--- config.mk ---
export PLATFORM = sky130hd
export DESIGN_NAME = pc_stack_unit
export DESIGN_NICKNAME = d
export VERILOG_FILES = /design/src/rtl/pc_stack_unit_pkg.sv /design/src/rtl/pc_stack_unit_lifo_stack.sv /design/src/rtl/pc_stack_unit.sv
export SDC_FILE = /design/constraint.sdc
export NUM_CORES = 1
export LEC_CHECK = 0
export CELL_PAD_IN_SITES_DETAIL_PLACEMENT = 1
export CELL_PAD_IN_SITES_GLOBAL_PLACEMENT = 1
export CORE_MARGIN = 2
export CORE_UTILIZATION = 35
export DETAILED_ROUTE_END_ITERATION = 6
export PLACE_DENSITY = 0.68
export SKIP_LAST_GASP = 1
export SYNTH_ARGS = -nofsm -noshare
export SYNTH_HDL_FRONTEND = slang
export SYNTH_HIERARCHICAL = 1
export SYNTH_SLANG_ARGS = --single-unit
export TNS_END_PERCENT = 1
--- constraint.sdc ---
create_clock -name clk -period 9 [get_ports clk]
set_input_delay 0.9 -clock clk [delete_from_list [all_inputs] [get_ports clk]]
set_output_delay 0.9 -clock clk [all_outputs]
set_load 0.1 [all_outputs]
--- src/rtl/pc_stack_unit_pkg.sv ---
// Shared definitions for the MiniRISC program counter and return stack:
// default widths, reset/interrupt vectors, flag bit positions and the
// decoded operation type produced by the strobe priority decoder.
package pc_stack_unit_pkg;

  localparam int PC_WIDTH_DEF   = 8;
  localparam int FLAG_WIDTH_DEF = 6;

  localparam logic [7:0] RESET_VECTOR_DEF = 8'h00;
  localparam logic [7:0] INT_VECTOR_DEF   = 8'h01;

  // Bit positions inside the saved flag image {IF,IE,V,N,C,Z}; these follow
  // the controller's own flag ordering so the image can be restored verbatim.
  localparam int FLAG_Z  = 0;
  localparam int FLAG_C  = 1;
  localparam int FLAG_N  = 2;
  localparam int FLAG_V  = 3;
  localparam int FLAG_IE = 4;
  localparam int FLAG_IF = 5;

  // Single operation selected each cycle after strobe priority resolution.
  typedef enum logic [2:0] {
    OP_NONE  = 3'd0,
    OP_INIT  = 3'd1,
    OP_INT   = 3'd2,
    OP_CALL  = 3'd3,
    OP_RETI  = 3'd4,
    OP_RETS  = 3'd5,
    OP_JUMP  = 3'd6,
    OP_FETCH = 3'd7
  } op_e;

endpackage

--- src/rtl/pc_stack_unit_lifo_stack.sv ---
// Return stack: register array with asynchronous read of the top entry and
// synchronous push/pop. Overflow and underflow leave the contents and the
// pointer untouched and raise a sticky error flag.
module lifo_stack #(
  parameter int WIDTH = 14,
  parameter int DEPTH = 16
) (
  input  logic             clk,
  input  logic             rst,
  input  logic             push,
  input  logic             pop,
  input  logic [WIDTH-1:0] din,
  output logic [WIDTH-1:0] top,
  output logic             empty,
  output logic             full,
  output logic             err
);

  localparam int SPW = $clog2(DEPTH + 1);
  localparam int AW  = $clog2(DEPTH);

  logic [SPW-1:0]   sp_q, sp_d;
  logic             err_q, err_d;
  logic             wr_en;
  logic [AW-1:0]    wr_idx;
  logic [AW-1:0]    rd_idx;
  logic [WIDTH-1:0] mem_q [DEPTH];

  assign empty = (sp_q == '0);
  assign full  = (sp_q == SPW'(DEPTH));
  assign err   = err_q;

  // Pointer/error next-state and array addressing; push and pop are never
  // asserted together by the caller, so push is simply checked first.
  always_comb begin
    // NOTE: every signal gets a default first so no path leaves it unassigned (no latch).
    sp_d   = sp_q;
    err_d  = err_q;
    wr_en  = 1'b0;
    wr_idx = sp_q[AW-1:0];
    // While empty the read index is parked at 0; the top value is don't-care then.
    rd_idx = empty ? '0 : (sp_q[AW-1:0] - AW'(1));
    if (push) begin
      if (full) begin
        err_d = 1'b1;
      end else begin
        wr_en = !rst;
        sp_d  = sp_q + SPW'(1);
      end
    end else if (pop) begin
      if (empty) begin
        err_d = 1'b1;
      end else begin
        sp_d = sp_q - SPW'(1);
      end
    end
  end

  // Stack pointer and sticky error register.
  always_ff @(posedge clk) begin
    // NOTE: sequential state uses non-blocking assignments so all flops update together.
    if (rst) begin
      sp_q  <= '0;
      err_q <= 1'b0;
    end else begin
      sp_q  <= sp_d;
      err_q <= err_d;
    end
  end

  // Entry storage written at the current pointer on an accepted push.
  always_ff @(posedge clk) begin
    // NOTE: the array has no reset; entries are only read after being written.
    if (wr_en) begin
      mem_q[wr_idx] <= din;
    end
  end

  assign top = mem_q[rd_idx];

endmodule

--- src/rtl/pc_stack_unit.sv ---
// MiniRISC program counter with hardware return stack. Resolves the
// controller strobes by fixed priority, drives the next-PC mux and pushes or
// pops {flags,pc} records on the return stack.
module pc_stack_unit
  import pc_stack_unit_pkg::*;
#(
  parameter int                    PC_WIDTH     = PC_WIDTH_DEF,
  parameter int                    FLAG_WIDTH   = FLAG_WIDTH_DEF,
  parameter int                    STACK_DEPTH  = 16,
  parameter logic [PC_WIDTH-1:0]   RESET_VECTOR = RESET_VECTOR_DEF,
  parameter logic [PC_WIDTH-1:0]   INT_VECTOR   = INT_VECTOR_DEF
) (
  input  logic                  clk,
  input  logic                  rst,
  input  logic                  initialize,
  input  logic                  fetch,
  input  logic                  ex_jump,
  input  logic                  ex_call,
  input  logic                  ex_ret_sub,
  input  logic                  ex_ret_int,
  input  logic                  interrupt,
  input  logic [PC_WIDTH-1:0]   jump_addr,
  input  logic [FLAG_WIDTH-1:0] flags_in,
  output logic [PC_WIDTH-1:0]   pc,
  output logic [FLAG_WIDTH-1:0] flags_out,
  output logic                  stack_empty,
  output logic                  stack_full,
  output logic                  stack_err
);

  localparam int ENTRY_W = FLAG_WIDTH + PC_WIDTH;

  op_e                  op;
  logic                 push, pop;
  logic                 stack_clr;
  logic [ENTRY_W-1:0]   stack_top;
  logic [PC_WIDTH-1:0]  pc_q, pc_d;

  // Strobe priority: only the highest-priority asserted strobe takes effect.
  always_comb begin
    op = OP_NONE;
    if      (initialize) op = OP_INIT;
    else if (interrupt)  op = OP_INT;
    else if (ex_call)    op = OP_CALL;
    else if (ex_ret_int) op = OP_RETI;
    else if (ex_ret_sub) op = OP_RETS;
    else if (ex_jump)    op = OP_JUMP;
    else if (fetch)      op = OP_FETCH;
  end

  // rst outranks every strobe, so it also suppresses the stack push/pop.
  assign push      = !rst && ((op == OP_INT) || (op == OP_CALL));
  assign pop       = !rst && ((op == OP_RETI) || (op == OP_RETS));
  assign stack_clr = rst || initialize;

  // Next-PC mux. A pop from an empty stack holds the PC; a push into a full
  // stack still loads its target, the stack itself just refuses the write.
  always_comb begin
    pc_d = pc_q;
    case (op)
      OP_INIT:  pc_d = RESET_VECTOR;
      OP_INT:   pc_d = INT_VECTOR;
      OP_CALL:  pc_d = jump_addr;
      OP_RETI,
      OP_RETS:  pc_d = stack_empty ? pc_q : stack_top[PC_WIDTH-1:0];
      OP_JUMP:  pc_d = jump_addr;
      OP_FETCH: pc_d = pc_q + PC_WIDTH'(1);
      default:  pc_d = pc_q;
    endcase
  end

  // Program counter register.
  always_ff @(posedge clk) begin
    if (rst) begin
      pc_q <= RESET_VECTOR;
    end else begin
      pc_q <= pc_d;
    end
  end

  // pc already points past the current instruction, so it is the return address.
  lifo_stack #(
    .WIDTH (ENTRY_W),
    .DEPTH (STACK_DEPTH)
  ) u_stack (
    .clk   (clk),
    .rst   (stack_clr),
    .push  (push),
    .pop   (pop),
    .din   ({flags_in, pc_q}),
    .top   (stack_top),
    .empty (stack_empty),
    .full  (stack_full),
    .err   (stack_err)
  );

  assign pc        = pc_q;
  assign flags_out = stack_top[ENTRY_W-1:PC_WIDTH];

endmodule

==> impl_metrics.toml <==
[place]
dp_cells = 1182
io_buffers = 39
finalWeightedCongestion = 0.790
hpwl_um = 17800
pre_cts_ws_ps = 3640

[sta]
setup_tns_ps = 0
whs_ps = 480
slew_violations = 0
finalCritPeriodShare_pct = 65.2
rsz0062_at_grt = "false"
relSlewSlack_pct = 15.4
finClkSkew_ps = 18.0
tightest_slew_ps = 1260
finalWorstSetupSlack_ps = 3130
max_freq_mhz = 170
setup_violations = 0
period_minus_slack_ps = 5870
hold_viol = 0

[die]
io_pins = 40
dieArea_um2 = 31500
die_h_um = 177
die_x_um = 177
start_util_pct = 35.5
core_area_um2 = 29600
placementRows = 63

[power]
power_density_nw_per_um2 = 205
irDropWorstVdd_mv = 0.128
p_leak_nw = 3.97
power_mw = 2.51

[final_layout]
areaGrowthSynthToFinish_pct = 16.3
fin_cells = 1228
seqCellArea_um2 = 7010
multi_input_area_um2 = 3290
nNetsFinal = 852
drive_gt1_share_pct = 17.4
nFillCells = 3065

[setup_path]
cp.required_ps = 8100
crit_path_end_kind = "primary output"
slowest_stage = "clkdlybuf4s50_1"
path_cells = "inv_1 > ha_4 > buf_4 > nand2_1 > nand2_1 > a22oi_1 > a21oi_1 > mux2_2 > clkdlybuf4s50_1"
cp-start-kind = "flop"
cp_num_buf_inv = 3
cpLargestDelayFamily = "buffers and inverters"
max_stage_delay_ps = 1120
worstPathMaxFanout = 57
crit_arrival_ps = 4970
critPathKind = "reg -> out"
critical_path.most_common_cell = "nand2_1"

[drt]
dr.pass1.iters = 5
drc = 0
drt_iter0_drc = 456
wl_um = 28600
vias = 6690
wl_per_cell_um = 23.3
ant_nets = 0
drt-vias-per-instance = 5.45

[grt]
grt-ovfl-total = 0
grt_pass1_wl_um = 43600
grt_use_total_pct = 18.5
antenna_found_initial = 1
grt_max_degree = 58
grt_pass1_vias = 6943

[logic_synthesis]
synthCells = 769
ys.flop_type = "edfxtp_1"
synth-edff-count = 224
syn-num-nets = 801
synth_cell_types = 52
async_flop_share_pct = 0
synth_warnings = 6
ys_seq_area_share_pct = 66.5
ys_ff_latch = 238
avgSynthCellArea_um2 = 13.7
netlist_area_um2 = 10500

[clock_network]
cts_buffer_depth = 3
postCtsSetupRepairBufs = 0
h-tree-depth = 1
clk_latency_ps = 540
cts_tree = "done"
clk_pin_slew_ps = 50
hold_buffers = 0
ctsResizeCount = 0
cts_buffers = 26
root_buffer = "clkbuf_16"
cts_sinks = 238

[status]
status = "completed"

[hold_path]
hold_path.class = "reg -> reg"

[flow_run]
maxCapViolCount = 0
[worst min-delay path, stage by stage (launching register included)]
cell	delay, ps
dfxtp_1	330
a31oi_1	50
nor2_1	70
[cell type report]
cell class	instances	area share, %
Inverter	7	0.316
Clock buffer	34	5.55
Multi-Input combinational cell	476	26.9
Antenna cell	1	0.0204
Timing Repair Buffer	71	5.15
Clock inverter	11	0.929
Tap cell	390	3.98
Sequential cell	238	57.2
[state kept, by name, indices dropped and copies added, names as in the netlist]
register / flops
pc: 8
u_stack/err: 1
u_stack/mem_q: 224
u_stack/sp_q: 5
[cells in the mapped netlist, types with 5 or more instances]
library cell	number	share of area, %
nand3b_1	14	1.0
ha_1	8	0.95
clkbuf_1	25	0.89
a221oi_1	18	1.5
nand2b_1	47	2.8
xnor2_1	7	0.58
o21ai_0	66	3.1
nor2_1	32	1.1
nor3_1	5	0.24
dfxtp_1	14	2.7
a21oi_1	23	1.1
o21ai_1	10	0.48
a41oi_1	14	1.2
edfxtp_1	224	64
buf_2	13	0.62
a22oi_1	22	1.6
mux2i_1	16	1.5
mux2_2	55	5.9
inv_1	6	0.21
a221oi_2	10	1.4
nand2_1	84	3.0
[cell families (layout without fill, tap and decap cells)]
logic type	Yosys count	count (layout)	share of synthesized area (%)
fa+ha+maj	9	9	1.14
buf+inv	55	123	2.59
compound gates	185	185	12.1
flops	238	238	66.5
other cells	0	1	0
xor+xnor	8	8	0.665
mux	71	71	7.40
simple gates	203	203	9.62
[layer usage]
layer | global-route usage (%) | share of wire, % | up-vias
li1 | - | - | 3038
met1 | 24.4 | 44 | 3447
met2 | 31.2 | 49 | 160
met3 | 3.21 | 5.1 | 45
met4 | 5.43 | 2.2 | 0
met5 | 0 | 0 | -
[worst paths after layout]
kind | start | slack (ps) | cells past startpoint | endpoint
setup / recovery | u_stack/sp_q[0]$_SDFFE_PP0P_ | 3130 | 9 | flags_out[0]
hold reg to reg | u_stack/err$_SDFFE_PP0P_ | 480 | 2 | u_stack/err$_SDFFE_PP0P_
setup reg to reg | u_stack/sp_q[0]$_SDFFE_PP0P_ | 5200 | 11 | pc[2]$_SDFFE_PP0P_
hold / removal | u_stack/err$_SDFFE_PP0P_ | 480 | 2 | u_stack/err$_SDFFE_PP0P_
[power breakdown]
part	leakage [nW]	internal, mW	total, mW	switching [mW]
Combinational	1.41	0.0911	0.285	0.194
Clock	0.383	0.587	1.01	0.420
Sequential	2.18	1.21	1.22	0.00825
Total	3.97	1.89	2.51	0.622
[metrics by stage]
| step | util, % | area (um^2) |
|---|---|---|
| 6_report | 41.4 | 12300 |
| 5_1_grt | 41.3 | 12300 |
| 4_1_cts | 41.3 | 12300 |
| 3_5_place_dp | 38.7 | 11500 |
| 3_3_place_gp | 38.7 | 11500 |
| 2_1_floorplan | - | 10500 |
[cell usage in the layout (no fill, tap or decap), drive strengths merged, types with 16 or more instances in the layout]
cell / Yosys / routed
a22oi: 22 / 22
mux2i: 16 / 16
o21ai: 76 / 76
clkbuf: 25 / 34
a21oi: 23 / 23
a221oi: 28 / 28
clkdlybuf4s50: 0 / 39
buf: 23 / 32
edfxtp: 224 / 224
mux2: 55 / 55
nand2: 84 / 84
nor2: 33 / 33
nand2b: 47 / 47
Note: power is estimated with default switching activity, not from simulation.
==> edit (same flow settings) <==
Set the parameter `STACK_DEPTH` to 64 (it was 16).
--- a/src/rtl/pc_stack_unit.sv
+++ b/src/rtl/pc_stack_unit.sv
@@ -7,5 +7,5 @@
   parameter int                    PC_WIDTH     = PC_WIDTH_DEF,
   parameter int                    FLAG_WIDTH   = FLAG_WIDTH_DEF,
-  parameter int                    STACK_DEPTH  = 16,
+  parameter int                    STACK_DEPTH  = 64,
   parameter logic [PC_WIDTH-1:0]   RESET_VECTOR = RESET_VECTOR_DEF,
   parameter logic [PC_WIDTH-1:0]   INT_VECTOR   = INT_VECTOR_DEF
Behaviour: same outputs for any inputs over 4 cycles, from zero or initial values and one cycle with rst high; that may be too few to reach the edited logic, so the function may still have changed.
==> edit against the original RTL <==
Area after synthesis rose to 3.6 times the old value; utilization fell by 0.85 points; non-clock buffer count rose by 84; setup slack got worse by 1.2 ns; final area rose to 3.5 times the old value; clock power rose to 4.0 times the old value; routed wire length rose to 4.4 times the old value; maximum frequency fell by 17%; sequential cell count rose by 674; register-to-register slack got worse by 2.1 ns; total power rose to 4.0 times the old value; highest routed layer unchanged.
==> edit: results (changes against the original RTL) <==
nets: 2750  # +220%
seq_area_mm2: 0.0272  # +290%
place_area_mm2: 0.0401  # +250%
wl_met3_um: 11200  # +670%
wl_um: 127000  # +340%
grt_pass1_wl_um: 183000  # +320%
clk_share_pct: 7.42  # +0.93 points
multi_input_cells: 1538  # +220%
p_int_mw: 7.30  # +290%
syn-num-nets: 2682  # +230%
max_stage_delay_ns: 1.09  # -0.03 ns
p_leak_nw: 13.6  # +240%
p_seq_share_pct: 47.0  # -1.5 points
multi_input_area_mm2: 0.00985  # +200%
die_area_mm2: 0.111  # +250%
m1WireLength_um: 51100  # +310%
finalClockSkew_ns: 0.0180  # -0.0000662 ns
hpwlAfterDp_um: 77200  # +330%
n_all_inverters: 13  # +6
antenna_found_initial: 6  # +5
globalplace.congestion: 0.918  # +16%
path_max_fanout: 36  # -37%
synth_cell_type_count: 78  # +50%
met3_usage_pct: 4.58  # +1.4 points
yosys.area_share.adder_pct: 0.284  # -0.86 points
ys_ff_latch: 912  # +280%
synth_common_cells: "edfxtp_1, nand2_1, nor2_1, o21ai_0, a21oi_1"
hold_path_class: "flop to flop"
drive_above_1_share_pct: 13.9  # -3.6 points
clock_latency_ns: 0.68  # +0.14 ns
clkPwrFrac_pct: 40.7  # +0.6 points
synth_compound_area_share_pct: 12.2  # +0.13 points
outcome: "complete, no violations"
cts-htree-levels: 3  # +2
synth_area_leaders: "edfxtp_1, nand2_1, mux2i_1"
reg2regPathDepth: 13  # +2
synth_xor_area_share_pct: 0.185  # -0.48 points
wl_met2_um: 59200  # +320%
critPathTopFamily: "compound AO/OA/AOI/OAI gates"
r2r_start: "u_stack/sp_q[1]"
buffers: 155  # +120%
muxShareOfSynthArea_pct: 4.74  # -2.7 points
grt.met2_usage_pct: 35.7  # +4.5 points
grt_start_max_net_pins: 105  # +81%
numCtsBuffers: 99  # +280%
p_switching_mw: 2.62  # +320%
relSlewSlack_pct: 6.44  # -9.0 points
gr-usage-met1_pct: 30.1  # +5.7 points
seq_area_frac_synth_pct: 72.0  # +5.5 points
via_per_inst: 5.96  # +9.4%
n_fill_cell: 10800  # +250%
grtUsageTotal_pct: 22.5  # +4.0 points
layout_setup_ws_ns: 1.90  # -1.23 ns
signal_buffer_area_fraction_pct: 2.86  # -2.3 points
-- edit: cell types whose count changed after synthesis, moves of 33 or more --
| cell | before | now |
|---|---|---|
| o21ai_0 | 66 | 151 |
| nor2_1 | 32 | 193 |
| mux2i_1 | 16 | 98 |
| a21oi_1 | 23 | 118 |
| edfxtp_1 | 224 | 896 |
| nor4_1 | 0 | 36 |
| nand3_1 | 4 | 68 |
| clkbuf_1 | 25 | 117 |
| o22ai_1 | 3 | 45 |
| nand2b_1 | 47 | 14 |
| a211oi_1 | 2 | 59 |
| nand2_1 | 84 | 270 |
-- edit: worst paths after layout --
kind / endpoint / slack [ns]
max: flags_out[5] / 1.90
min: u_stack/err / 0.48
max reg2reg: pc[2] / 3.12
min reg2reg: u_stack/err / 0.48
-- edit: stage by stage --
stage / hold WS, ns / std cells
finish: 0.476 / 4208
CTS: 0.487 / 4207
detailed placement: 0.473 / 4021
global route: 0.563 / 4207
floorplan: 0.660 / 2651
global placement: 0.471 / 4021
